--- src/rtl/race_sequencer.sv ---
// race_sequencer
//
// Frame-rate race flow controller sitting between the keyboard/collision
// logic and the player controller. Owns the race state machine together with
// the lives, fuel and distance scoreboard values. Every register advances only
// on clock edges where frame_start is high.
//
// Optional feature macro: PAUSE_EN
//   When defined, a pause_key input is added. A pause key edge in RACING
//   freezes the race in PAUSED (game_state 6), and a second edge resumes it.
//   When undefined, there is no pause_key port and game_state never reads 6.
//
// Ports
//   clk             system clock
//   reset           synchronous active-high reset; wins over frame_start
//   frame_start     one-cycle pulse per video frame
//   start_key       start/restart key level (edge detected per frame)
//   pause_key       pause key level (PAUSE_EN builds only)
//   crash           collision with car/wall, level
//   finish_line     collision with finish line, level
//   fuel_pickup     collision with fuel item, level
//   player_speed    current player speed, 0..512
//   game_state      0 IDLE,1 COUNTDOWN,2 RACING,3 CRASHED,4 FINISHED,
//                   5 GAME_OVER,6 PAUSED
//   player_enable   high only in RACING
//   countdown_digit digit shown during COUNTDOWN, else 0
//   lives           remaining lives
//   fuel            remaining fuel
//   distance        accumulated distance
//   win             high in FINISHED
//   game_over       high in GAME_OVER
//
// State table
//   state       | meaning
//   IDLE        | waiting for start key edge
//   COUNTDOWN   | 3-2-1 countdown, COUNTDOWN_STEP frames per digit
//   RACING      | player driving, distance/fuel accounting active
//   CRASHED     | crash animation, DEATH_FRAMES frames
//   FINISHED    | race won, waiting for start key edge
//   GAME_OVER   | lives or fuel exhausted, waiting for start key edge
//   PAUSED      | race frozen (PAUSE_EN builds only)

module race_sequencer #(
  parameter int          START_LIVES    = 3,
  parameter int          COUNTDOWN_STEP = 60,
  parameter int          DEATH_FRAMES   = 129,
  parameter int          FUEL_INIT      = 1000,
  parameter int          FUEL_STEP      = 30,
  parameter int          FUEL_BONUS     = 200,
  parameter logic [19:0] TRACK_LENGTH   = 20'd600000
) (
  input  logic       clk,
  input  logic       reset,
  input  logic       frame_start,
  input  logic       start_key,
`ifdef PAUSE_EN
  input  logic       pause_key,
`endif
  input  logic       crash,
  input  logic       finish_line,
  input  logic       fuel_pickup,
  input  logic [9:0] player_speed,
  output logic [2:0] game_state,
  output logic       player_enable,
  output logic [1:0] countdown_digit,
  output logic [1:0] lives,
  output logic [9:0] fuel,
  output logic [19:0] distance,
  output logic       win,
  output logic       game_over
);

  typedef enum logic [2:0] {
    S_IDLE      = 3'd0,
    S_COUNTDOWN = 3'd1,
    S_RACING    = 3'd2,
    S_CRASHED   = 3'd3,
    S_FINISHED  = 3'd4,
    S_GAME_OVER = 3'd5,
    S_PAUSED    = 3'd6
  } state_t;

  localparam int TIMER_MAX = (COUNTDOWN_STEP > DEATH_FRAMES) ? COUNTDOWN_STEP : DEATH_FRAMES;
  localparam int TIMER_W   = $clog2(TIMER_MAX + 1);
  localparam int BURN_W    = $clog2(FUEL_STEP + 1);

  // Timers count down from (period-1) to a terminal count of zero, which is
  // equivalent to an up-counter that wraps at period-1.
  localparam logic [TIMER_W-1:0] CD_LOAD    = TIMER_W'(COUNTDOWN_STEP - 1);
  localparam logic [TIMER_W-1:0] DEATH_LOAD = TIMER_W'(DEATH_FRAMES - 1);
  localparam logic [BURN_W-1:0]  BURN_LOAD  = BURN_W'(FUEL_STEP - 1);
  localparam logic [1:0]         LIVES_INIT = 2'(START_LIVES);
  localparam logic [9:0]         FUEL_LOAD  = 10'(FUEL_INIT);
  localparam logic [11:0]        BONUS      = 12'(FUEL_BONUS);

  state_t              state, state_next;
  logic                start_prev;
  logic                start_evt;
  logic [TIMER_W-1:0]  timer, timer_next;
  logic [BURN_W-1:0]   burn, burn_next;
  logic [1:0]          lives_next;
  logic [9:0]          fuel_next;
  logic [19:0]         dist_next;
  logic [1:0]          digit_next;

  // Racing datapath
  logic [20:0]         dist_sum;
  logic [19:0]         dist_sat;
  logic                moving;
  logic                fuel_dec;
  logic [BURN_W-1:0]   burn_adv;
  logic [11:0]         fuel_add;
  logic [11:0]         fuel_sub;
  logic [9:0]          fuel_clamped;

`ifdef PAUSE_EN
  logic                pause_prev;
  logic                pause_evt;
  assign pause_evt = pause_key & ~pause_prev;
`endif

  assign start_evt = start_key & ~start_prev;
  assign game_state = state;

  always_comb begin
    dist_sum = {1'b0, distance} + 21'(player_speed >> 4);
    dist_sat = (dist_sum >= {1'b0, TRACK_LENGTH}) ? TRACK_LENGTH : dist_sum[19:0];

    // Burn timer only runs while the car is moving.
    moving   = (player_speed != 10'd0);
    fuel_dec = 1'b0;
    burn_adv = burn;
    if (moving) begin
      if (burn == '0) begin
        burn_adv = BURN_LOAD;
        fuel_dec = 1'b1;
      end else begin
        burn_adv = burn - 1'b1;
      end
    end

    // Pickup and burn apply together; the sum is clamped to 0..1023.
    fuel_add = {2'b00, fuel} + (fuel_pickup ? BONUS : 12'd0);
    fuel_sub = (fuel_dec && (fuel_add != 12'd0)) ? fuel_add - 12'd1 : fuel_add;
    fuel_clamped = (fuel_sub > 12'd1023) ? 10'd1023 : fuel_sub[9:0];
  end

  always_comb begin
    state_next = state;
    timer_next = timer;
    burn_next  = burn;
    lives_next = lives;
    fuel_next  = fuel;
    dist_next  = distance;
    digit_next = countdown_digit;

    case (state)
      S_IDLE: begin
        if (start_evt) begin
          state_next = S_COUNTDOWN;
          lives_next = LIVES_INIT;
          fuel_next  = FUEL_LOAD;
          dist_next  = 20'd0;
          digit_next = 2'd3;
          timer_next = CD_LOAD;
          burn_next  = BURN_LOAD;
        end
      end

      S_COUNTDOWN: begin
        if (timer == '0) begin
          timer_next = CD_LOAD;
          if (countdown_digit > 2'd1) begin
            digit_next = countdown_digit - 2'd1;
          end else begin
            digit_next = 2'd0;
            burn_next  = BURN_LOAD;
            state_next = S_RACING;
          end
        end else begin
          timer_next = timer - 1'b1;
        end
      end

      S_RACING: begin
`ifdef PAUSE_EN
        if (pause_evt) begin
          state_next = S_PAUSED;
        end else
`endif
        if (crash) begin
          // Crash freezes distance and fuel on this frame.
          lives_next = (lives == 2'd0) ? 2'd0 : lives - 2'd1;
          timer_next = DEATH_LOAD;
          state_next = S_CRASHED;
        end else begin
          dist_next = dist_sat;
          fuel_next = fuel_clamped;
          burn_next = burn_adv;
          if (finish_line || (dist_sat == TRACK_LENGTH)) begin
            state_next = S_FINISHED;
          end else if (fuel_clamped == 10'd0) begin
            state_next = S_GAME_OVER;
          end
        end
      end

      S_CRASHED: begin
        if (timer == '0) begin
          burn_next  = BURN_LOAD;
          state_next = (lives == 2'd0) ? S_GAME_OVER : S_RACING;
        end else begin
          timer_next = timer - 1'b1;
        end
      end

      S_FINISHED, S_GAME_OVER: begin
        if (start_evt) begin
          state_next = S_IDLE;
        end
      end

`ifdef PAUSE_EN
      S_PAUSED: begin
        if (pause_evt) begin
          state_next = S_RACING;
        end
      end
`endif

      default: begin
        state_next = S_IDLE;
      end
    endcase
  end

  always_ff @(posedge clk) begin
    if (reset) begin
      state           <= S_IDLE;
      start_prev      <= 1'b0;
      timer           <= '0;
      burn            <= BURN_LOAD;
      lives           <= LIVES_INIT;
      fuel            <= FUEL_LOAD;
      distance        <= 20'd0;
      countdown_digit <= 2'd0;
      player_enable   <= 1'b0;
      win             <= 1'b0;
      game_over       <= 1'b0;
    end else if (frame_start) begin
      state           <= state_next;
      start_prev      <= start_key;
      timer           <= timer_next;
      burn            <= burn_next;
      lives           <= lives_next;
      fuel            <= fuel_next;
      distance        <= dist_next;
      countdown_digit <= digit_next;
      player_enable   <= (state_next == S_RACING);
      win             <= (state_next == S_FINISHED);
      game_over       <= (state_next == S_GAME_OVER);
    end
  end

`ifdef PAUSE_EN
  always_ff @(posedge clk) begin
    if (reset) begin
      pause_prev <= 1'b0;
    end else if (frame_start) begin
      pause_prev <= pause_key;
    end
  end
`endif

endmodule

--- config.mk ---
export PLATFORM = sky130hd
export DESIGN_NAME = race_sequencer
export DESIGN_NICKNAME = d
export VERILOG_FILES = /design/src/rtl/race_sequencer.sv
export SDC_FILE = /design/constraint.sdc
export NUM_CORES = 1
export LEC_CHECK = 0
export CAP_MARGIN = 20
export CORE_MARGIN = 2
export CORE_UTILIZATION = 30
export CTS_CLUSTER_SIZE = 24
export DETAILED_ROUTE_END_ITERATION = 8
export MAX_ROUTING_LAYER = met4
export SLEW_MARGIN = 20
export SYNTH_ARGS = -nofsm -noshare
export SYNTH_HDL_FRONTEND = slang
export SYNTH_SLANG_ARGS = --single-unit
--- constraint.sdc ---
create_clock -name clk -period 4.15 [get_ports clk]
set_input_delay 1.0375 -clock clk [delete_from_list [all_inputs] [get_ports clk]]
set_output_delay 1.0375 -clock clk [all_outputs]
set_load 0.005 [all_outputs]
Yosys cells after proc, flatten, opt, wreduce, memory -nomap -nowiden

Cells that the tools add are included.

Equal/unequal tests: 17
Multiplexer cells: 42
Order comparisons: 3
Add/subtract/negate cells: 7
Reductions and logical operators: 18
Bitwise operators: 2

Operator list:

| cell                                                   | count |
|---|---|
| 2-to-1 mux 20 bit                                      | 3 |
| 2-to-1 mux 8 bit                                       | 5 |
| one-hot mux 20 bit (2 select lines)                    | 1 |
| 2-to-1 mux 5 bit                                       | 7 |
| one-hot mux 8 bit (4 select lines)                     | 1 |
| 2-to-1 mux 10 bit                                      | 3 |
| 2-to-1 mux 3 bit                                       | 9 |
| adder 20 x 6 -> 21 bit                                 | 1 |
| >= comparator 21 x 20 -> 1 bit (second input constant) | 1 |
| == test 20 bit (second input constant)                 | 1 |
| one-hot mux 10 bit (2 select lines)                    | 1 |
| one-hot mux 5 bit (4 select lines)                     | 1 |
| != test 2 bit (second input constant)                  | 8 |
| one-hot mux 3 bit (5 select lines)                     | 1 |
| == test 3 bit (second input constant)                  | 4 |
| > comparator 12 x 10 -> 1 bit (second input constant)  | 1 |
| 2-to-1 mux 12 bit                                      | 1 |
| AND reduction 4 bit                                    | 3 |
| nonzero test 12 bit                                    | 1 |
| subtractor 11 x 1 -> 12 bit (second input constant)    | 1 |
| adder 10 x 8 -> 11 bit                                 | 1 |
| logical NOT 10 bit                                     | 1 |
| 2-to-1 mux 2 bit                                       | 5 |
| nonzero test 10 bit                                    | 1 |
| other kinds (21)                                       | 27 |

Logic and storage cells: 100
Input bits: 17
Flip-flop bits (word level): 54
Output and inout bits: 40

Depth between registers and ports, before layout

Depth in word-level cells: 13
Depth in mapped cells: 14
Depth with buffers taken out: 12

Least setup slack after synthesis

Ideal clock, no wire load.

Path type: in2reg
Start point: input port fuel_pickup
End point: register state[2], in the netlist game_state[2]
Cell stages on the path: 12
Arrival: 3683 ps
Library setup time: 79 ps
Data required time: 4071 ps
Setup slack: 388 ps
Buffers on the path: 0
Path through: ha_1 -> ha_1 -> and3_1 -> a41o_1 -> and2_1 -> a2111oi_2 -> xnor2_1 -> nand4_2 -> nor4_2 -> nor3b_1 -> o31a_1 -> a211oi_2

Cells in the longest elaborated chain, start to end: 12
Elaborated cells between the ends (all ways): 13
Classes of those cells: add/sub: 2; order compare: 1; mux: 7; reduce/logical: 3

RTL lines:

| element                                                             | line | source |
|---|---|---|
| start: declaration                                                  | 61   | `input logic fuel_pickup,` |
| 2-to-1 mux 8 bit *                                                  | 143  | `fuel_add = {2'b00, fuel} + (fuel_pickup ? BONUS : 12'd0);` |
| adder 10 x 8 -> 11 bit *                                            | 143  |  |
| branches (longest 2 deep; another with subtractor 11 x 1 -> 12 bit) | n/a  |  |
| 2-to-1 mux 12 bit *                                                 | 144  | `fuel_sub = (fuel_dec && (fuel_add != 12'd0)) ? fuel_add - 12'd1 : fuel_add;` |
| > comparator 12 x 10 -> 1 bit                                       | 145  | `fuel_clamped = (fuel_sub > 12'd1023) ? 10'd1023 : fuel_sub[9:0];` |
| 2-to-1 mux 10 bit *                                                 | 145  |  |
| logical NOT 10 bit *                                                | 202  | `end else if (fuel_clamped == 10'd0) begin` |
| 2-to-1 mux 3 bit *                                                  | 202  |  |
| 2-to-1 mux 3 bit *                                                  | 200  | `if (finish_line \|\| (dist_sat == TRACK_LENGTH)) begin` |
| 2-to-1 mux 3 bit *                                                  | 191  | `if (crash) begin` |
| one-hot mux 3 bit (5 select lines) *                                | 157  | `case (state)` |
| end signal: assignment                                              | 251  | `state <= state_next;` |
| end: declaration                                                    | 96   | `state_t state, state_next;` |

Every way passes the cells marked *.
A chain may end at the register's enable or synchronous reset.

Worst setup path after layout

Start point: input port player_speed[4]
End point: register game_over

Cells in the longest elaborated chain, start to end: 12
Elaborated cells between the ends (all ways): 17
Classes of those cells: add/sub: 1; order compare: 2; eq/ne: 2; mux: 8; reduce/logical: 4

RTL lines:

| element                                                        | line | source |
|---|---|---|
| start: declaration                                             | 62   | `input logic [9:0] player_speed,` |
| branches (longest 8 deep; another with adder 20 x 6 -> 21 bit) | n/a  |  |
| 2-to-1 mux 3 bit *                                             | 200  |  |
| 2-to-1 mux 3 bit *                                             | 191  |  |
| one-hot mux 3 bit (5 select lines) *                           | 157  |  |
| == test 3 bit *                                                | 261  | `game_over <= (state_next == S_GAME_OVER);` |
| end signal: assignment                                         | 261  |  |
| end: declaration                                               | 70   | `output logic game_over` |

Marked as above.

==> flow_summary.ini <==
[clock_tree]
clock-sinks = 54
insertion_delay_ns = 0.30
hold_buffers = 0
ctsRootBufferMaster = clkbuf_16
clock_tree.buffer_depth = 2
path_clk_slew_ns = 0.07
cts-buffers-inserted = 5
htreeDepth = 2
tritoncts = done

[yosys]
ys_seq_area_frac = 0.271
synth_nets = 557
synth_cells = 526
ys_top_cells_by_area = dfxtp_1 (27%), nor2_1 (5.6%), nand2_1 (4.8%)
synth_top_area_share = 0.271
synth_edf_count = 0
yosysWarnings = 0
synth_area_mm2 = 0.00399
synth_ff_type = dfxtp_1
synth_cell_type_count = 72
ys_ff_latch = 54
synth.avg_cell_area_um2 = 7.58
synth_top_cell_by_area = dfxtp_1
async_flop_share = 0

[die]
start_util = 0.305
die_x_um = 119
core-area_mm2 = 0.0131
row_count = 42
die_h_um = 119
dieArea_mm2 = 0.0142
io_pins = 57

[timing]
max_freq_ghz = 0.254
finalClockSkew_ns = 0.00458
max_slew_margin = 0.484
timing.final.crit_share = 0.947
holdWs_ns = 0.477
final.min_clock_period_ns = 3.93
maxSlewViolCount = 0
hold_viol_final = 0
setup_viol = 0
rsz0062_at_grt = false
worst_slew_pin_slew_ns = 0.773

[drt]
vias = 4320
drc = 0
first_pass_iters = 4
via_per_inst = 5.34
ant_nets = 0
routedWlPerCell_um = 14.4
drt-initial-drc-count = 234
wl_um = 11600

[place]
dp_hpwl_um = 8600
placedCellCount = 800
io_buffers = 56
gp_congestion = 0.907

[pwr]
p_per_area_mw_per_mm2 = 236
p_leak_uw = 0.00201
peakVddDrop_mv = 0.181
finalPower_uw = 1280

[min_path]
hold_depth = 2
hold_path.class = flop to flop

[global_routing]
grtUsageTotal = 0.167
grt_max_degree = 49
overflow = 0
antenna_found_initial = 0
grt_pass1_vias = 4149
grt_pass1_wl_um = 19300

[setup_path]
worst_setup_path_start_kind = input pin
worstPathArrival_ns = 4.14
end_kind = flop
critPathMaxFanout = 6
cp.required_ns = 4.36
crit_type = input pin to flop
ff2ff_path_depth = 13

[final_layout]
syn2layout_area_growth_pct = 35.8
nNetsFinal = 663
drive_gt1_frac = 0.180
num_antenna_cells = 0
finalNonFillerCells = 809
num-fill-cells = 1328

[status]
run_status = completed

[job]
cap_violations = 0
[placed cells by master (no fill, tap or decap), drive strengths merged, types with 4 or more instances in the layout]
cell            n
xnor2          10
a22oi          10
a21oi          38
nor3b           5
a211o           5
nand4           6
xor2            9
or3             4
o21ai          30
nor3           17
nand3          19
a211oi         10
a31oi          13
dfxtp          54
o21a            4
a311oi          7
and3            7
o2111ai         6
o22ai           9
ha             13
buf            76
nor2           59
clkdlybuf4s50  55
nand2          51
nor2b           5
inv            17
nand2b         13
nor4            6
clkbuf          6
a21o            4
o31ai           8
and2            7
[per-stage QoR]
stage	setup WS (ns)	TNS, ns	area [um2]	util
final	0.219	0	5420	0.414
after global routing	0.0170	0	5420	0.414
after CTS	0.0253	0	5330	0.407
after detailed placement	-0.303	-4.97	5170	0.395
after global placement	-0.255	-3.91	5170	0.395
after floorplan	0.388	0	3990	-
[synthesized netlist by cell type (9+ instances only)]
cell type,instances
nor2_1,59
a211oi_1,9
nand2b_1,13
inv_1,17
ha_1,13
a22oi_1,10
nor3_1,16
xor2_1,9
o22ai_1,9
a31oi_1,12
clkbuf_1,20
buf_2,9
nand3_1,18
nand2_1,51
dfxtp_1,54
a21oi_1,37
xnor2_1,10
o21ai_0,30
[cell families after synthesis]
logic type,share of synthesized area
and+or+nand+nor,0.268
xor gates and xnor gates,0.0417
DFF,0.271
buffers and inverters,0.0555
muxes,0.0104
adders and majority gates,0.0458
AOI/OAI and AO/OA,0.308
[timing repair]
item	in CTS	in global routing
resized for setup	1	17
endpoints found under the setup margin	3	22
endpoints found under the hold margin	0	0
pin swaps	0	2
setup buffers	0	1
[path summary, 6_finish.rpt]
kind | slack (ns) | end | from
min | 0.48 | player_enable | player_enable
min reg2reg | 0.48 | player_enable | player_enable
max reg2reg | 1.00 | game_over | fuel[3]
max | 0.22 | game_over | player_speed[4]
[final cells by class]
type                       instances  area, um2  share of cell area
tap                              176        220              0.0407
clock buffer                       6        139              0.0256
multi-input combinational        422       2770               0.511
sequential                        54       1080               0.200
inverter                          17       63.8              0.0118
timing repair buffer             132       1130               0.209
clock inverter                     2       12.5             0.00231
[power breakdown]
| group | switching (uW) | internal, uW | total [uW] | leakage, uW |
|---|---|---|---|---|
| logic | 149 | 128 | 277 | 0.00150 |
| registers | 25.2 | 536 | 561 | 0.000438 |
| clock network | 202 | 240 | 441 | 0.0000729 |
| total | 376 | 904 | 1280 | 0.00201 |
[routing by layer]
metal  vias to the layer above  share of wire  GRT usage
met5                         -              0          -
li1                       2176              -          -
met2                        83           0.49      0.280
met3                        10          0.041     0.0259
met4                         0          0.011     0.0507
met1                      2051           0.46      0.207
[critical path: stages]
cell and delay [ns]:
clkdlybuf4s50_1 0.43, ha_1 0.24, fa_1 0.41, a211oi_2 0.26, o21a_2 0.21, nor3_2 0.05, nand3_1 0.12, xor2_1 0.08
or3b_1 0.39, o21a_4 0.25, nor3b_2 0.17, o31a_1 0.28, o32ai_2 0.20
[state kept, by name (all words and copies together), names as in the netlist]
signal           count
player_enable        1
game_over            1
burn                 5
win                  1
lives                2
countdown_digit      2
fuel                10
start_prev           1
game_state           3
distance            20
timer                8
(Power assumes the default switching activity.)
